### src/rtl/k_fifo_ctrl_t1.sv
// Synchronous first-word fall-through FIFO controller driving a small async-read dual-port RAM.
// Optional K_FIFO_LEVEL_EN adds the level and almost_full outputs.
module k_fifo_ctrl_t1 #(
   parameter int unsigned data_size = 8,
   parameter int unsigned addr_bits = 1
) (
   input  logic                 clk,
   input  logic                 rst_n,
   input  logic                 flush,
   input  logic                 wr_valid,
   output logic                 wr_ready,
   input  logic [data_size-1:0] wr_data,
   output logic                 rd_valid,
   input  logic                 rd_ready,
   output logic [data_size-1:0] rd_data,
   output logic                 ram_wen,
   output logic [addr_bits-1:0] ram_waddr,
   output logic [addr_bits-1:0] ram_raddr,
   output logic [data_size-1:0] ram_d,
   input  logic [data_size-1:0] ram_q,
   output logic                 full,
   output logic                 empty,
`ifdef K_FIFO_LEVEL_EN
   output logic [addr_bits:0]   level,
   output logic                 almost_full,
`endif
   output logic                 overflow,
   output logic                 underflow
);

   localparam int unsigned Depth = 2 ** addr_bits;
   localparam logic [addr_bits:0] PtrOne = {{addr_bits{1'b0}}, 1'b1};

   logic [addr_bits:0] wptr_q, wptr_d;
   logic [addr_bits:0] rptr_q, rptr_d;
   logic               overflow_q, overflow_d;
   logic               underflow_q, underflow_d;
   logic               wr_acc, rd_acc;

   assign empty = (wptr_q == rptr_q);
   assign full  = (wptr_q[addr_bits-1:0] == rptr_q[addr_bits-1:0]) &&
                  (wptr_q[addr_bits] != rptr_q[addr_bits]);

   // Reset and flush both suppress the RAM write strobe in their cycle.
   assign wr_acc = wr_valid & ~full & rst_n & ~flush;
   assign rd_acc = rd_ready & ~empty & ~flush;

   assign wr_ready  = ~full;
   assign rd_valid  = ~empty;
   assign rd_data   = ram_q;
   assign ram_d     = wr_data;
   assign ram_wen   = wr_acc;
   assign ram_waddr = wptr_q[addr_bits-1:0];
   assign ram_raddr = rptr_q[addr_bits-1:0];
   assign overflow  = overflow_q;
   assign underflow = underflow_q;

`ifdef K_FIFO_LEVEL_EN
   localparam logic [addr_bits:0] AfThresh = (addr_bits + 1)'(Depth - 1);

   assign level       = wptr_q - rptr_q;
   assign almost_full = (level >= AfThresh);
`endif

   always_comb begin
      wptr_d      = wptr_q;
      rptr_d      = rptr_q;
      overflow_d  = overflow_q;
      underflow_d = underflow_q;
      if (flush) begin
         wptr_d      = '0;
         rptr_d      = '0;
         overflow_d  = 1'b0;
         underflow_d = 1'b0;
      end else begin
         if (wr_acc) wptr_d = wptr_q + PtrOne;
         if (rd_acc) rptr_d = rptr_q + PtrOne;
         overflow_d  = overflow_q | (wr_valid & full);
         underflow_d = underflow_q | (rd_ready & empty);
      end
   end

   always_ff @(posedge clk) begin
      if (!rst_n) begin
         wptr_q      <= '0;
         rptr_q      <= '0;
         overflow_q  <= 1'b0;
         underflow_q <= 1'b0;
      end else begin
         wptr_q      <= wptr_d;
         rptr_q      <= rptr_d;
         overflow_q  <= overflow_d;
         underflow_q <= underflow_d;
      end
   end

endmodule

### config.mk
export PLATFORM = sky130hd
export DESIGN_NAME = k_fifo_ctrl_t1
export DESIGN_NICKNAME = d
export VERILOG_FILES = /design/src/rtl/k_fifo_ctrl_t1.sv
export SDC_FILE = /design/constraint.sdc
export NUM_CORES = 1
export LEC_CHECK = 0
export CORE_UTILIZATION = 29
export DETAILED_ROUTE_END_ITERATION = 10
export PLACE_DENSITY = 0.87
export RECOVER_POWER = 100
export SLEW_MARGIN = 20
export SYNTH_ARGS = -nofsm -noshare
export SYNTH_HDL_FRONTEND = slang
export SYNTH_SLANG_ARGS = --single-unit
### constraint.sdc
create_clock -name clk -period 2.71 [get_ports clk]
set_clock_uncertainty 0.2 [all_clocks]
set_input_delay 0.542 -clock clk [delete_from_list [all_inputs] [get_ports clk]]
set_output_delay 0.542 -clock clk [all_outputs]
set_load 0.1 [all_outputs]
---- Yosys cells after proc, flatten, opt, wreduce, memory -nomap -nowiden ----
Cells that the tools add are included.
word-level totals
  output and inout bits ................... 25
  bits of input ports ..................... 21
  bits in registers ....................... 6
  logic and storage cells ................. 24
cells by class
  equality and inequality tests ........... 3
  add/subtract/negate cells ............... 2
  reductions and logical operators ........ 2
  bitwise gates (word level) .............. 13
operator list
  kind                                          number
  bitwise AND 1 bit                             7
  adder 2 x 1 -> 2 bit (second input constant)  2
  inverter 1 bit                                4
  == test 2 bit                                 1
  bitwise OR 1 bit                              2
  OR reduction 2 bit                            1
  == test 1 bit                                 1
  logical AND 1 bit                             1
  inequality test 1 bit                         1

---- Depth between registers and ports, before layout ----
Gate-level depths: netlist of run 1.
  word-level depth ........................ 6
  gate-level depth with buffers ........... 4
  gate-level depth less buffers ........... 3

---- Worst setup path after synthesis of run 1 ----
OpenSTA, ideal clock, no wires.
  kind .................................... flip-flop to output port
  start ................................... register rptr_q[0]
  end ..................................... output rd_valid
  path slack .............................. -0.944 ns
  arrival ................................. 2.912 ns
  stages on the path, launching flop included .. 5
  cells stage by stage .................... dfxtp_1 -> buf_4 -> xnor2_1 -> and2_1 -> inv_1
on the way
  longest elaborated chain between the ends .. 2
ends and longest elaborated chain
  what                    RTL line  RTL
  start, declared         35        logic [addr_bits:0] rptr_q, rptr_d;
  start signal, assigned  91        rptr_q <= rptr_d;
  == test 2 bit           40        assign empty = (wptr_q == rptr_q);
  named net empty         22        output logic empty,
  inverter 1 bit          49        assign rd_valid = ~empty;
  end, declared           13        output logic rd_valid,
The timed path passes the listed nets, and every way through them passes these cells.

---- Worst setup path in the final report of run 1 ----
  start ................................... input wr_valid
  end ..................................... output ram_wen
on the way
  longest elaborated chain between the ends .. 3
ends and longest elaborated chain
  what                            RTL line  RTL
  start, declared                 10        input logic wr_valid,
  bitwise AND 1 bit (3 in a row)  45        assign wr_acc = wr_valid & ~full & rst_n & ~flush;
  end, declared                   16        output logic ram_wen,
No other way between the ends.

==> results of run 1 <==
==> how the worst min path moves through the flow <==
stage,end,startpoint,cells past startpoint
3_5_place_dp,underflow,underflow,2
6_report,underflow,underflow,2
4_1_cts,underflow,underflow,2
3_3_place_gp,underflow,underflow,2
2_1_floorplan,rptr_q[1],rptr_q[1],2
5_1_grt,underflow,underflow,2
==> per-layer routing <==
metal	GRT usage	wire length, um	up-vias
met2	0.164	349	22
met5	0	0	-
met1	0.118	338	144
met4	0.117	5	0
met3	0.0598	122	4
li1	-	-	156
==> cell usage in the layout, fill, tap and decap left out, drive strengths merged <==
cell and count:
xnor2 2, a21oi 2, clkbuf 10, and2 1, dlygate4sd3 2, nand3 2
nand2 2, mux2i 2, a311oi 1, xor2 1, nand3b 2, a31oi 4
clkdlybuf4s50 2, clkinvlp 2, nand2b 3, buf 2, and4b 1, nor2 4
dfxtp 6
==> stage by stage <==
stage / area, sq um / setup WS [ns] / hold slack [ns] / setup TNS [ns]
after floorplan: 459 / -0.0578 / 0.371 / -0.0578
after global placement: 495 / 0.441 / 0.253 / 0
after detailed placement: 495 / 0.422 / 0.276 / 0
after CTS: 518 / 0.366 / 0.286 / 0
after global routing: 473 / 0.169 / 0.329 / 0
final: 473 / 0.230 / 0.282 / 0
==> cell usage after synthesis <==
cell type	instances	area (sq um)
a31oi_1	4	25.0
nor2_1	4	15.0
nand3b_1	2	15.0
nand3_1	2	10.0
xor2_2	1	16.3
and2_1	1	6.26
buf_4	17	128
nand2_2	1	6.26
a311oi_1	1	8.76
xnor2_1	2	17.5
nand2b_1	3	18.8
a21oi_1	2	10.0
inv_1	2	7.51
mux2i_1	2	20.0
nand2_1	1	3.75
and4b_1	1	10.0
dfxtp_1	6	120
==> registers in the layout (all words and copies together), names as in the netlist <==
signal and cells:
underflow 1, wptr_q 2, overflow 1, rptr_q 2
==> power by group <==
part	switching [uW]	internal [uW]
Clock	33.5	50.2
Combinational	50.1	19.5
Sequential	2.94	90.8
Total	86.6	160
==> area by class of cell <==
class,count,share of cell area
Tap cell,15,0.0397
Sequential cell,6,0.259
Clock buffer,3,0.0476
Multi-Input combinational cell,27,0.410
Timing Repair Buffer,13,0.212
Inverter,2,0.0317
==> worst max-delay path: stages <==
cell	delay [ns]
dlygate4sd3_1	0.63
and4b_4	0.24
clkbuf_4	0.32
==> cell families (layout without fill, tap and decap cells) <==
family | count (synthesis) | in the layout
AOI/OAI and AO/OA | 7 | 7
xor gates and xnor gates | 3 | 3
buffers and inverters | 19 | 18
DFF | 6 | 6
muxes | 2 | 2
and+or+nand+nor | 15 | 15
==> results.ini, run 1 <==
[status]
status = complete, no violations

[synthesis]
synth_top_family_by_area = buffers and inverters
netlist_area_sq_um = 438
synth-simple-area-share = 0.194
synthesis.nets = 73
ys_ff_latch = 6
synth_fa_ha_area_frac = 0
syn_avg_cell_area_sq_um = 8.42
netlist_instances = 52
synth.distinct_cells = 17
synth-compound-area-share = 0.100
seq_area_frac_synth = 0.274
muxShareOfSynthArea = 0.0457
synthXorXnorAreaFrac = 0.0771
ys_warn_count = 0

[placement]
port_buffers = 13
hpwl_um = 615
dp_cells = 63
place_congestion = 0.701

[clock_tree]
htree_levels = 1
clockBufferDepth = 2
cts_tree = built
clk_latency_ns = 0.25
clkTransAtPathRegs_ns = 0.05
cts_root_buffer = clkbuf_4
cts_buffers = 3
cts.sinks = 6
hold_buffers = 0
postCtsSetupBuffers = 0
cts-resized-gates = 0

[layout]
antenna_cells = 0
drive_gt1_frac = 0.314
fin_util = 0.350
register_area_sq_um = 123
layout.cells.non_filler = 66
fin_nets = 74
multi_input_area_sq_um = 194
syn2layout_area_growth_pct = 8.00
fill_cells = 148

[sta]
timing.slew.headroom = 0.226
slew_viol_final = 0
fmax_mhz = 403
worst_pin_slew_ns = 1.17
finalSetupViolCount = 0
hold_viol_final = 0
post-route-min-period_ns = 2.48
fin_crit_sh = 0.915
rsz0062_at_grt = false

[global_route]
grt_pass1_vias = 281
grt_usage = 0.116
antenna_found_initial = 0
gr-total-overflow = 0
grt_max_degree = 9
grt_pass1_wl_um = 1180

[drt]
first_pass_iters = 4
vias = 326
ant_nets = 0
drc_errors = 0
wirelength_um = 815
drt-vias-per-instance = 4.94
detail_route.wl_per_cell_um = 12.3
drt_iter0_drc = 10

[floorplan]
rows = 13
num_io_pins = 46
die-area_sq_um = 1670
die_x_um = 40.9
core_sq_um = 1350
start_util = 0.324
die_h_um = 40.9

[pwr]
p_leak_uw = 0.000169
power_density_nw_per_um2 = 522
ir_worst_vdd_mv = 0.170
total_power_uw = 247

[setup_path]
cp-end-kind = output port
endpoint = ram_wen
r2r_end = overflow
worstReg2RegStart = rptr_q[0]
r2r_setup_slack_ns = 1.38
crit_start = wr_valid
worst_setup_path_start_kind = input port
cp_data_required_time_ns = 1.97
crit_arrival_ns = 1.74
path_class = in -> out
worst-path-max-fanout = 6
rr_worst_depth = 3

[min_path]
hp-class = reg -> reg

[run]
cap_violations = 0

Power figures use the tool's default switching activity.
==> run 2, diff against run 1 <==
RECOVER_POWER = 25   (was 100)
==> results.ini, run 2 (synthesis results as in run 1) <==
[layout]
fin_util = 0.384  ; was 0.350
antenna_cells = 0  ; unchanged
stdcell_area_sq_um = 518  ; was 473 sq um
syn2layout_area_growth_pct = 18.3  ; was 8.00%
layout_common_cells = buf_4 (6), nor2_1 (4), a31oi_1 (4), clkdlybuf4s50_1 (4), dfxtp_1 (4)  ; was nor2_1 (4), a31oi_1 (4), clkbuf_4 (4), dfxtp_1 (4), clkbuf_1 (4)
fin_nets = 74  ; unchanged
layout_commonest_cell = buf_4
drive_gt1_frac = 0.392  ; was 0.314
reg_top3 = rptr_q (2), wptr_q (2)  ; unchanged

[floorplan]
core_sq_um = 1350  ; unchanged
num_io_pins = 46  ; unchanged
die-area_sq_um = 1670  ; unchanged
start_util = 0.324  ; unchanged
die_h_um = 40.9  ; unchanged
die_x_um = 40.9  ; unchanged
rows = 13  ; unchanged

[min_path]
hp-start = underflow  ; unchanged
hp-class = reg -> reg  ; unchanged

[clock_tree]
htree_levels = 1  ; unchanged
cts_tree = built  ; unchanged
cts_root_buffer = clkbuf_4  ; unchanged
clk_latency_ns = 0.25  ; about the same
postCtsSetupBuffers = 0  ; unchanged
clkTransAtPathRegs_ns = 0.05  ; about the same
cts_buffers = 3  ; unchanged
cts-resized-gates = 0  ; unchanged
cts.sinks = 6  ; unchanged
hold_buffers = 0  ; unchanged
clockBufferDepth = 2  ; unchanged

[drt]
vias = 328  ; was 326
drc_errors = 0  ; unchanged
drt_iter0_drc = 11  ; was 10
detail_route.wl_per_cell_um = 12.4  ; was 12.3 um
wirelength_um = 816  ; was 815 um
drt-vias-per-instance = 4.97  ; was 4.94
first_pass_iters = 4  ; unchanged
ant_nets = 0  ; unchanged

[setup_path]
worstReg2RegStart = rptr_q[0]  ; unchanged
crit_arrival_ns = 1.59  ; was 1.74 ns
cp_data_required_time_ns = 1.97  ; about the same
path_class = reg -> out  ; was in -> out
worst_setup_path_start_kind = flip-flop  ; was input port
worst-path-max-fanout = 8  ; was 6
cp-end-kind = output port  ; unchanged
crit_start = rptr_q[0]  ; was wr_valid

[sta]
hold_viol_final = 0  ; unchanged
timing.slew.headroom = 0.676  ; was 0.226
fin_crit_sh = 0.860  ; was 0.915
post-route-min-period_ns = 2.33  ; was 2.48 ns
rsz0062_at_grt = false  ; unchanged
worst_pin_slew_ns = 0.482  ; was 1.17 ns
fin_hold_ws_ns = 0.284  ; was 0.282 ns
fmax_mhz = 429  ; was 403 MHz
slew_viol_final = 0  ; unchanged
finalSetupViolCount = 0  ; unchanged

[global_route]
gr-total-overflow = 0  ; unchanged
grt_usage = 0.116  ; unchanged
grt_pass1_wl_um = 1180  ; unchanged
grt_max_degree = 9  ; unchanged
antenna_found_initial = 0  ; unchanged
grt_pass1_vias = 281  ; unchanged

[placement]
port_buffers = 13  ; unchanged
place_area_sq_um = 495  ; unchanged
hpwl_um = 615  ; unchanged
place_congestion = 0.701  ; unchanged

[pwr]
p_leak_uw = 0.000192  ; was 0.000169 uW
power_density_nw_per_um2 = 488  ; was 522 nW/um^2
ir_worst_vdd_mv = 0.174  ; was 0.170 mV

[run]
cap_violations = 0  ; unchanged

[status]
status = complete, no violations  ; unchanged

-- run 2: final timing paths --
| check | to | slack (ns) | depth (start not counted) |
|---|---|---|---|
| max | rd_valid | 0.38 | 4 |
| min | underflow | 0.28 | 2 |
| max reg2reg | overflow | 1.38 | 3 |
| min reg2reg | underflow | 0.28 | 2 |
-- run 2: area by class of cell --
class	instances	area, sq um
sequential	6	123
tap	15	18.8
clock buffer	3	22.5
inverter	2	15.0
fill	141	832
timing repair buffer	13	145
multi-input combinational	27	194
-- run 2: critical path, stage by stage (launching register included) --
cell	delay (ns)
dfxtp_2	0.36
xnor2_1	0.43
and2_4	0.26
clkinvlp_4	0.07
buf_4	0.22
-- run 2: report_power, final --
part           switching (uW)  internal [uW]  leakage (uW)
registers                2.98           90.8     0.0000496
logic                    50.6           24.2      0.000129
clock network            33.9           50.2     0.0000138
total                    87.5            165      0.000192
-- run 2: stage by stage --
step	instances	power (uW)	setup slack [ns]	TNS [ns]
6_report	66	253	0.378	0
5_1_grt	66	270	0.283	0
4_1_cts	66	256	0.366	0
3_5_place_dp	63	170	0.422	0
3_3_place_gp	63	169	0.441	0
2_1_floorplan	52	258	-0.0578	-0.0578
-- run 2: layer usage --
| layer | vias up | track usage | share of wire |
|---|---|---|---|
| met2 | 22 | 0.164 | 0.43 |
| li1 | 156 | - | - |
| met1 | 146 | 0.118 | 0.42 |
| met3 | 4 | 0.0598 | 0.14 |
| met5 | - | 0 | 0 |
| met4 | 0 | 0.117 | 0.0061 |
